--- config.mk ---
export PLATFORM = sky130hd
export DESIGN_NAME = grant_xfer_ctrl
export DESIGN_NICKNAME = d
export VERILOG_FILES = /design/src/rtl/gxc_pkg.sv /design/src/rtl/gxc_fifo.sv /design/src/rtl/grant_xfer_ctrl.sv
export SDC_FILE = /design/constraint.sdc
export NUM_CORES = 1
export LEC_CHECK = 0
export ABC_CLOCK_PERIOD_IN_PS = 2280
export CORE_ASPECT_RATIO = 1.4
export CORE_MARGIN = 3
export CORE_UTILIZATION = 30
export CTS_CLUSTER_DIAMETER = 200
export DETAILED_ROUTE_END_ITERATION = 8
export DONT_BUFFER_PORTS = 1
export PLACE_DENSITY = 0.45
export SYNTH_ARGS = -nofsm -noshare
export SYNTH_HDL_FRONTEND = slang
export SYNTH_SLANG_ARGS = --single-unit
--- constraint.sdc ---
create_clock -name clk -period 2.28 [get_ports clk]
set_input_delay 0 -clock clk [delete_from_list [all_inputs] [get_ports clk]]
set_output_delay 0 -clock clk [all_outputs]
set_load 0.01 [all_outputs]
--- src/rtl/gxc_pkg.sv ---
// ============================================================================
// gxc_pkg : shared constants, FIFO entry type and grant decode helper
// Rev 1.0
// ============================================================================
`default_nettype none

package gxc_pkg;

  localparam int NUM_REQ    = 4;
  localparam int SRC_W      = 2;
  localparam int DATA_W_DFLT = 8;

  // Default-width entry; the top re-declares it at its own DATA_W.
  typedef struct packed {
    logic [SRC_W-1:0]       src;
    logic [DATA_W_DFLT-1:0] data;
  } gxc_entry_t;

  function automatic logic [SRC_W-1:0] onehot_to_idx(input logic [NUM_REQ-1:0] oh);
    logic [SRC_W-1:0] idx;
    idx = '0;
    for (int i = 0; i < NUM_REQ; i++) begin
      if (oh[i]) idx = idx | SRC_W'(i);
    end
    return idx;
  endfunction

endpackage

`default_nettype wire

--- src/rtl/gxc_fifo.sv ---
// ============================================================================
// gxc_fifo : DEPTH-entry FIFO with head hold when empty
// Rev 1.0
// ============================================================================
`default_nettype none

module gxc_fifo
  import gxc_pkg::*;
#(
  parameter type entry_t = gxc_entry_t,
  parameter int  DEPTH   = 4
) (
  input  logic                     clk,
  input  logic                     rst,
  input  logic                     push,
  input  entry_t                   push_entry,
  input  logic                     pop,
  output entry_t                   head,
  output logic                     full,
  output logic                     empty,
  output logic [$clog2(DEPTH):0]   count
);

  localparam int PTR_W = $clog2(DEPTH);

  entry_t             r_mem [DEPTH];
  entry_t             r_last;
  logic [PTR_W-1:0]   r_wr_ptr;
  logic [PTR_W-1:0]   r_rd_ptr;
  logic [PTR_W:0]     r_count;
  logic               w_push;
  logic               w_pop;

  assign full  = (r_count == (PTR_W+1)'(DEPTH));
  assign empty = (r_count == '0);
  assign count = r_count;

  assign w_push = push && !full;
  assign w_pop  = pop && !empty;

  // Once drained, the head keeps showing the last entry that left.
  assign head = empty ? r_last : r_mem[r_rd_ptr];

  always_ff @(posedge clk) begin
    if (w_push && !rst) r_mem[r_wr_ptr] <= push_entry;
  end

  always_ff @(posedge clk) begin
    if (rst) begin
      r_wr_ptr <= '0;
      r_rd_ptr <= '0;
      r_count  <= '0;
      r_last   <= '0;
    end else begin
      if (w_push) r_wr_ptr <= r_wr_ptr + 1'b1;
      if (w_pop) begin
        r_rd_ptr <= r_rd_ptr + 1'b1;
        r_last   <= r_mem[r_rd_ptr];
      end
      if (w_push && !w_pop)      r_count <= r_count + 1'b1;
      else if (w_pop && !w_push) r_count <= r_count - 1'b1;
    end
  end

endmodule

`default_nettype wire

--- src/rtl/grant_xfer_ctrl.sv ---
// ============================================================================
// grant_xfer_ctrl : captures one-hot arbiter grants into an output FIFO.
// Optional transfer counter enabled by macro GXC_STATS_EN.  Rev 1.0
// ============================================================================
`default_nettype none

module grant_xfer_ctrl
  import gxc_pkg::*;
#(
  parameter int DATA_W = 8,
  parameter int DEPTH  = 4
) (
  input  logic                      clk,
  input  logic                      rst,
  input  logic [NUM_REQ-1:0]        grant,
  input  logic [NUM_REQ*DATA_W-1:0] data_in,
  output logic [NUM_REQ-1:0]        ack,
  output logic                      out_valid,
  input  logic                      out_ready,
  output logic [DATA_W-1:0]         out_data,
  output logic [SRC_W-1:0]          out_src,
  output logic [$clog2(DEPTH):0]    count,
  output logic                      err,
  output logic [15:0]               xfer_cnt
);

  typedef struct packed {
    logic [SRC_W-1:0]  src;
    logic [DATA_W-1:0] data;
  } entry_t;

  logic [NUM_REQ-1:0] w_grant_low;
  logic               w_multi_hot;
  logic               w_one_hot;
  logic [SRC_W-1:0]   w_idx;
  logic               w_full;
  logic               w_empty;
  logic               w_push;
  logic               w_pop;
  entry_t             w_push_entry;
  entry_t             w_head;
  logic               r_err;

  // Clearing the lowest set bit leaves nonzero only for multi-hot grants.
  assign w_grant_low = grant & (grant - 1'b1);
  assign w_multi_hot = (w_grant_low != '0);
  assign w_one_hot   = (grant != '0) && !w_multi_hot;
  assign w_idx       = onehot_to_idx(grant);

  assign w_push = !rst && w_one_hot && !w_full;
  assign w_pop  = !rst && !w_empty && out_ready;
  assign ack    = w_push ? grant : '0;

  assign w_push_entry.src  = w_idx;
  assign w_push_entry.data = data_in[w_idx*DATA_W +: DATA_W];

  gxc_fifo #(
    .entry_t (entry_t),
    .DEPTH   (DEPTH)
  ) u_fifo (
    .clk        (clk),
    .rst        (rst),
    .push       (w_push),
    .push_entry (w_push_entry),
    .pop        (w_pop),
    .head       (w_head),
    .full       (w_full),
    .empty      (w_empty),
    .count      (count)
  );

  assign out_valid = !w_empty;
  assign out_data  = w_head.data;
  assign out_src   = w_head.src;

  always_ff @(posedge clk) begin
    if (rst)              r_err <= 1'b0;
    else if (w_multi_hot) r_err <= 1'b1;
  end
  assign err = r_err;

`ifdef GXC_STATS_EN
  logic [15:0] r_xfer_cnt;
  always_ff @(posedge clk) begin
    if (rst)                                  r_xfer_cnt <= '0;
    else if (w_pop && r_xfer_cnt != 16'hFFFF) r_xfer_cnt <= r_xfer_cnt + 1'b1;
  end
  assign xfer_cnt = r_xfer_cnt;
`else
  assign xfer_cnt = '0;
`endif

endmodule

`default_nettype wire

==> key figures, run 1 <==
Clock network
  – Root buf cell: clkbuf_16
  – Cts bufs inserted: 9
  – Worst-Skew Late Latency: about 320 ps
  – Num Clock Sinks: 60
  – CTS tree: yes
  – Max Root-Sink Buffers: 2
  – Clock-pin slew on the worst setup and hold paths: 50 ps
  – CTS H-Tree Depth: 3

Logic synthesis
  – Synth top area share: 41.8%
  – Area contributors post-synth: edfxtp_1 (42%), dfxtp_1 (14%), mux4_2 (7.8%)
  – Yosys reg bits: 60
  – Post-Syn Instances: between 200 and 250
  – Register area share after synthesis: between 50% and 60%
  – Cell Area, Synth: roughly 2900 um2
  – Yosys warns: 0
  – Main synth FF type: edfxtp_1
  – Count leader, synth: edfxtp_1
  – Top cell types by occurrence after synthesis: edfxtp_1 (40), dfxtp_1 (20), buf_4 (19)
  – Post-synth EDFFs: 40
  – Asr flop ratio synth: 0%
  – Syn avg cell area: 12.9 um2
  – Leading area contributor after synthesis: edfxtp_1
  – Synth cell types: 36

Finish
  – Fraction of layout cells with a size suffix above 1: a little over a fifth
  – Area grow syn2layout: 15.3%
  – Nets: between 200 and 300
  – N_diodes: 0

Floorplan
  – Die area: around 11000 um2
  – IO Pins: between 70 and 80
  – Die width: 88.7 um
  – Die height: 122 um
  – Floorplan Core Area: between 9000 and 10000 um2
  – Core Rows: between 40 and 50
  – Starting Density: between 30 and 40%

Timing
  – Setup TNS: 0 ps
  – # setup viols final: 0
  – Slew margin rel.: 54.0%
  – Pins Over Slew Limit: 0
  – RSZ-0062 raised after global routing: no
  – Period utilization: between 90% and 100%
  – Worst Tran Pin Value: roughly 700 ps
  – Final Hold Vio Count: 0
  – Skew final: between 3 and 4 ps
  – FMAX: slightly below 500 MHz
  – WHS: around 13 ps
  – Min cycle time layout: about 2000 ps

Worst hold path
  – Worst Hold Class: input pin to flop
  – Worst Hold Launch: rst

GRT
  – Grt ovf: 0
  – Initial antenna violation count: 0
  – Global-route wire length before repair: 8750 um
  – Tot GR Track Use: a little under an eighth
  – Vias in the first global route: 1686
  – Largest net degree at the start of global routing: 21

Power and ir drop
  – Peak supply drop: 0.447 mV
  – Leakage power: around 1.2 nW
  – PwrDens: approximately 1000 nW/um2

Setup path
  – Startpoint Class: flop
  – Crit path required time: 2530 ps
  – CP endpoint kind: flop
  – RR Startpoint: u_fifo.count[2]$_SDFFE_PP0P_
  – Critical-path maximum fanout: 6
  – CP arrival: roughly 2300 ps
  – Kind of critical path: flop to flop
  – Setup crit start: u_fifo.count[2]$_SDFFE_PP0P_

Route
  – Initial DRC count: 96
  – Final ANT Viol Nets: 0
  – 1st-pass router iterations: 4
  – WL/cell: 15.4 um
  – Via count: between 1500 and 2000
  – Detailed Route WL: between 5000 and 6000 um
  – DR vias/cell: 4.74
  – DRC: 0

Outcome
  – Outcome: finished clean

Placed design
  – Post-DP HPWL: approximately 3800 um
  – Buffers on Ports: 0
  – Gpl congestion: ~0.7

Job
  – Maxcap violations: 0
[stage by stage]
step | power, W | worst slack [ps] | instances | util [%] | area (um2)
after floorplan | 0.00188 | 12.0 | 238 | - | 2930
after global placement | 0.00202 | 264 | 332 | 32.5 | 2980
after detailed placement | 0.00203 | 245 | 332 | 32.5 | 2980
after CTS | 0.00337 | 207 | 352 | 36.1 | 3310
after global routing | 0.00348 | 109 | 352 | 36.1 | 3310
final | 0.00329 | 224 | 352 | 36.1 | 3310
[power breakdown]
group	internal (W)	leakage [nW]	switching [W]
clock network	0.000837	0.139	0.000455
logic	0.000309	0.537	0.000372
registers	0.00126	0.523	0.0000536
[critical path, cell delays in order (launching register included)]
cell and delay, ps:
dfxtp_1 490, o31ai_2 140, nor2_2 110, inv_1 60, ha_1 230, fa_1 380
xnor2_1 150, or3_1 300, a21oi_1 130
[metal layers]
metal	track usage [%]	share of wire [%]	wire length, um	up-vias
met3	3.86	6.0	323	9
met1	13.6	43	2310	789
li1	-	-	-	817
met4	5.67	2.3	127	0
met2	17.8	49	2640	54
met5	0	0	0	-
[timing repair]
action                                  in CTS  in global routing
resized for setup                            0                  0
hold endpoints to repair                    20                  0
buffers inserted                             0                  0
hold buffers                                 4                  0
endpoints found under the setup margin       0                  0
[layout by cell type, fill, tap and decap left out, drive strengths merged, types with 2 or more instances in the layout]
master / count
edfxtp: 40
dfxtp: 20
conb: 16
buf: 13
nor2: 13
a21oi: 11
mux2i: 10
mux4: 10
mux2: 10
o21ai: 10
inv: 9
nand2b: 9
clkbuf: 9
nor2b: 8
a211oi: 8
nand2: 8
ha: 5
and2: 5
and3: 4
dlygate4sd3: 4
clkinv: 4
xnor2: 3
a211o: 2
nand3: 2
clkinvlp: 2
o31ai: 2
[worst paths after layout]
kind	to	slack, ps	cells past startpoint
max	u_fifo.count[2]$_SDFFE_PP0P_	220	8
max reg2reg	u_fifo.count[2]$_SDFFE_PP0P_	220	8
min reg2reg	u_fifo.r_last[0]$_SDFFE_PP0P_	470	2
min	u_fifo.r_wr_ptr[0]$_SDFFE_PP0N_	10	3
[state kept, by name (all words and copies together), names as in the netlist, named ones only]
register and cells:
u_fifo.r_rd_ptr 2, u_fifo.count 3, u_fifo.r_mem 40, err 1, u_fifo.r_wr_ptr 2, u_fifo.r_last 10
[cell families after synthesis]
kind of cell	Yosys count	synth area share [%]
flip-flops	60	55.7
AND/OR/NAND/NOR	53	9.80
buffers and inverters	35	7.44
AO/OA/AOI/OAI	34	7.57
multiplexers	30	15.2
adder cells (fa/ha/maj)	6	2.87
XOR/XNOR	4	1.22
other	1	0.130
[layout make-up]
type                            count  area [um2]
Fill cell                         916        5870
Sequential cell                    60        1600
Multi-Input combinational cell    143        1110
Clock buffer                        9         225
Timing Repair Buffer               17         138
Tap cell                          107         134
Clock inverter                      7        67.6
Inverter                            9        33.8
No activity file was read; power rests on OpenSTA's default activity.
==> inputs of run 2 (changes only) <==
Settings changed: CELL_PAD_IN_SITES_DETAIL_PLACEMENT set to 0, CELL_PAD_IN_SITES_GLOBAL_PLACEMENT set to 1, PLACE_DENSITY 0.45 to 0.54.
==> run 2 against run 1 <==
Against the previous run:
- core utilization shrank 0.19 points
- final area shrank 0.53%
- combinational power shrank 0.7%
- total power grew 3.0%
- first-iteration DRC count shrank 47%
- critical path depth is the same
- flip-flop and latch count is the same
- via count shrank 0.84%
- worst setup slack gained 7.1 ps
- wire length grew 4.4%
- global-route usage is essentially flat
- clock skew grew 2.0 ps
- critical path type unchanged
- highest routed layer unchanged
==> key figures, run 2 (synthesis results as in run 1) <==
Power and ir drop
  – Sw frac: 26.0% (-0.75 points)
  – Psw: 0.000881 W (+0.11%)
  – Internal power: 0.00250 W (+4.1%)
  – Peak supply drop: 0.371 mV (-17%)
  – Leakage power: 1.19 nW (-0.41%)
  – PwrDens: 1030 nW/um2 (+3.5%)
  – Combinational group share of total power: 20.0% (-0.7 points)
  – Total power: 0.00338 W (+3.0%)
  – Clk pwr share: 41.1% (+1.8 points)
  – Part of the power in registers: 38.9% (-1.0 points)

Finish
  – Post-Route Utilization: 35.9% (-0.19 points)
  – Area grow syn2layout: 14.7%
  – Fraction of layout cells with a size suffix above 1: 20.7% (-0.48 points)
  – Most frequent cells in the layout: edfxtp_1 (40), dfxtp_1 (20), conb_1 (16)
  – N_diodes: 0 (unchanged)
  – Max reg flops: 40 (unchanged)
  – Nets: 282 (-1.1%)
  – Largest reg by FF count: u_fifo.r_mem
  – Post-route cell area: 3300 um2 (-0.53%)
  – Leading cell type in the layout, fill and taps excluded: edfxtp_1

Floorplan
  – Core Rows: 41 (unchanged)
  – Die height: 122 um (unchanged)
  – Floorplan Core Area: 9180 um2 (unchanged)
  – IO Pins: 74 (unchanged)
  – Die area: 10800 um2 (unchanged)
  – Starting Density: 31.3% (unchanged)
  – Die width: 88.7 um (unchanged)

Clock network
  – Setup bufs post-CTS: 0 (unchanged)
  – Clock-pin slew on the worst setup and hold paths: 50 ps (about the same)
  – CTS tree: yes
  – Num Clock Sinks: 60 (unchanged)
  – Cts bufs inserted: 9 (unchanged)
  – Resized cells post-CTS: 0 (unchanged)
  – Worst-Skew Late Latency: 330 ps (about the same)
  – CTS H-Tree Depth: 3 (unchanged)
  – Root buf cell: clkbuf_16
  – CTS hold repair buffers: 1 (-3)
  – Max Root-Sink Buffers: 2 (unchanged)

Setup path
  – Kind of critical path: flop to flop
  – Critical Path End: u_fifo.count[2]$_SDFFE_PP0P_
  – Crit path required time: 2530 ps (about the same)
  – Cell Chain, Critical Path: nor2_1 > a221oi_2 > and2_4 > ha_1 > fa_1 > xnor2_1 > or3_1 > a21oi_1
  – Slowest CP cell: dfxtp_1
  – Max stage delay on crit path: 390 ps (-100 ps)
  – Worst flop-to-flop path endpoint: u_fifo.count[2]$_SDFFE_PP0P_
  – Flop-to-flop setup slack: 230 ps (about the same)
  – Setup crit start: u_fifo.count[1]$_SDFFE_PP0P_
  – Critical-path maximum fanout: 6 (unchanged)
  – R2R cell count: 8 (unchanged)
  – Startpoint Class: flop
  – CP arrival: 2300 ps (about the same)
  – CP endpoint kind: flop
  – RR Startpoint: u_fifo.count[1]$_SDFFE_PP0P_

Route
  – DRC: 0 (unchanged)
  – Initial DRC count: 51 (-47%)
  – Final ANT Viol Nets: 0 (unchanged)
  – DR vias/cell: 4.76 (+0.30%)
  – Detailed Route WL: 5650 um (+4.4%)
  – WL/cell: 16.2 um (+5.6%)
  – Via count: 1655 (-0.84%)
  – 1st-pass router iterations: 4 (unchanged)

Timing
  – Skew final: 5.38 ps (+2.00 ps)
  – Period utilization: 89.9% (-0.31 points)
  – # setup viols final: 0 (unchanged)
  – Slew margin rel.: 53.2% (-0.76 points)
  – Setup TNS: 0 ps (unchanged)
  – Final Hold Vio Count: 0 (unchanged)
  – FMAX: 488 MHz (+0.35%)
  – Min cycle time layout: 2050 ps (-7.12 ps)
  – RSZ-0062 raised after global routing: no
  – Worst Tran Pin Value: 700 ps (+11.3 ps)
  – Pins Over Slew Limit: 0 (unchanged)

GRT
  – Largest net degree at the start of global routing: 21 (unchanged)
  – Initial antenna violation count: 0 (unchanged)
  – Vias in the first global route: 1602 (-5.0%)
  – Global-route wire length before repair: 8770 um (+0.23%)
  – Tot GR Track Use: 11.3% (+0.023 points)
  – Grt ovf: 0 (unchanged)

Worst hold path
  – Worst Hold Class: input pin to flop

Job
  – Maxcap violations: 0 (unchanged)

Placed design
  – Buffers on Ports: 0 (unchanged)
  – Cell Area, Placed: 2980 um2 (unchanged)
  – Post-DP HPWL: 3970 um (+3.5%)
  – Gpl congestion: 0.701 (+0.17%)

Outcome
  – Outcome: finished clean
==> run 2: cell count changes in the layout (fill, tap and decap cells not counted) <==
cell and change:
dlygate4sd3_1 -3, bufinv_16 +1, clkinv_1 +1, clkinv_2 -1
clkinv_4 -1, clkinvlp_4 -1
==> run 2: stage by stage <==
stage | setup slack (ps) | hold slack (ps) | std cells
after CTS | 227 | 1.67 | 348
after global routing | 142 | 26.3 | 348
final | 231 | 10.2 | 348
after global placement | 261 | 73.3 | 332
after floorplan | 12.0 | 144 | 238
after detailed placement | 255 | 73.8 | 332
==> run 2: routing by layer <==
| layer | global-route usage [%] | vias up | wire length (um) |
|---|---|---|---|
| met1 | 14.0 | 783 | 2440 |
| li1 | - | 805 | - |
| met3 | 4.26 | 8 | 382 |
| met5 | 0 | - | 0 |
| met2 | 17.1 | 59 | 2690 |
| met4 | 5.67 | 0 | 136 |
==> run 2: worst min-delay path by stage <==
stage / from / endpoint / slack (ps) / cells past startpoint
floorplan: grant[0] / ack[0] / 140 / 1
global placement: rst / u_fifo.count[2]$_SDFFE_PP0P_ / 70 / 1
detailed placement: rst / u_fifo.count[2]$_SDFFE_PP0P_ / 70 / 1
CTS: grant[0] / err$_SDFFE_PP0P_ / 2 / 3
global route: grant[0] / err$_SDFFE_PP0P_ / 30 / 3
finish: grant[2] / err$_SDFFE_PP0P_ / 10 / 3
==> run 2: power by group through the flow <==
stage	Sequential (W)	Combinational [W]	Clock, W
after floorplan	0.00133	0.000552	0
after global placement	0.00133	0.000687	0
after detailed placement	0.00134	0.000688	0
after CTS	0.00132	0.000699	0.00142
after global routing	0.00133	0.000757	0.00148
final	0.00132	0.000676	0.00139
==> run 2: final cells by class <==
| class | instances | area, um2 |
|---|---|---|
| fill | 903 | 5890 |
| sequential | 60 | 1600 |
| multi-input combinational | 143 | 1110 |
| clock buffer | 9 | 225 |
| tap | 107 | 134 |
| timing repair buffer | 14 | 108 |
| clock inverter | 6 | 80.1 |
| inverter | 9 | 33.8 |
==> run 2: critical path, delay by kind of cell, from the launching register on <==
kind | cells | cell delay [ps]
flip-flops | 1 | 390
XOR/XNOR | 1 | 140
adder cells (fa/ha/maj) | 2 | 590
AO/OA/AOI/OAI | 2 | 210
AND/OR/NAND/NOR | 3 | 640
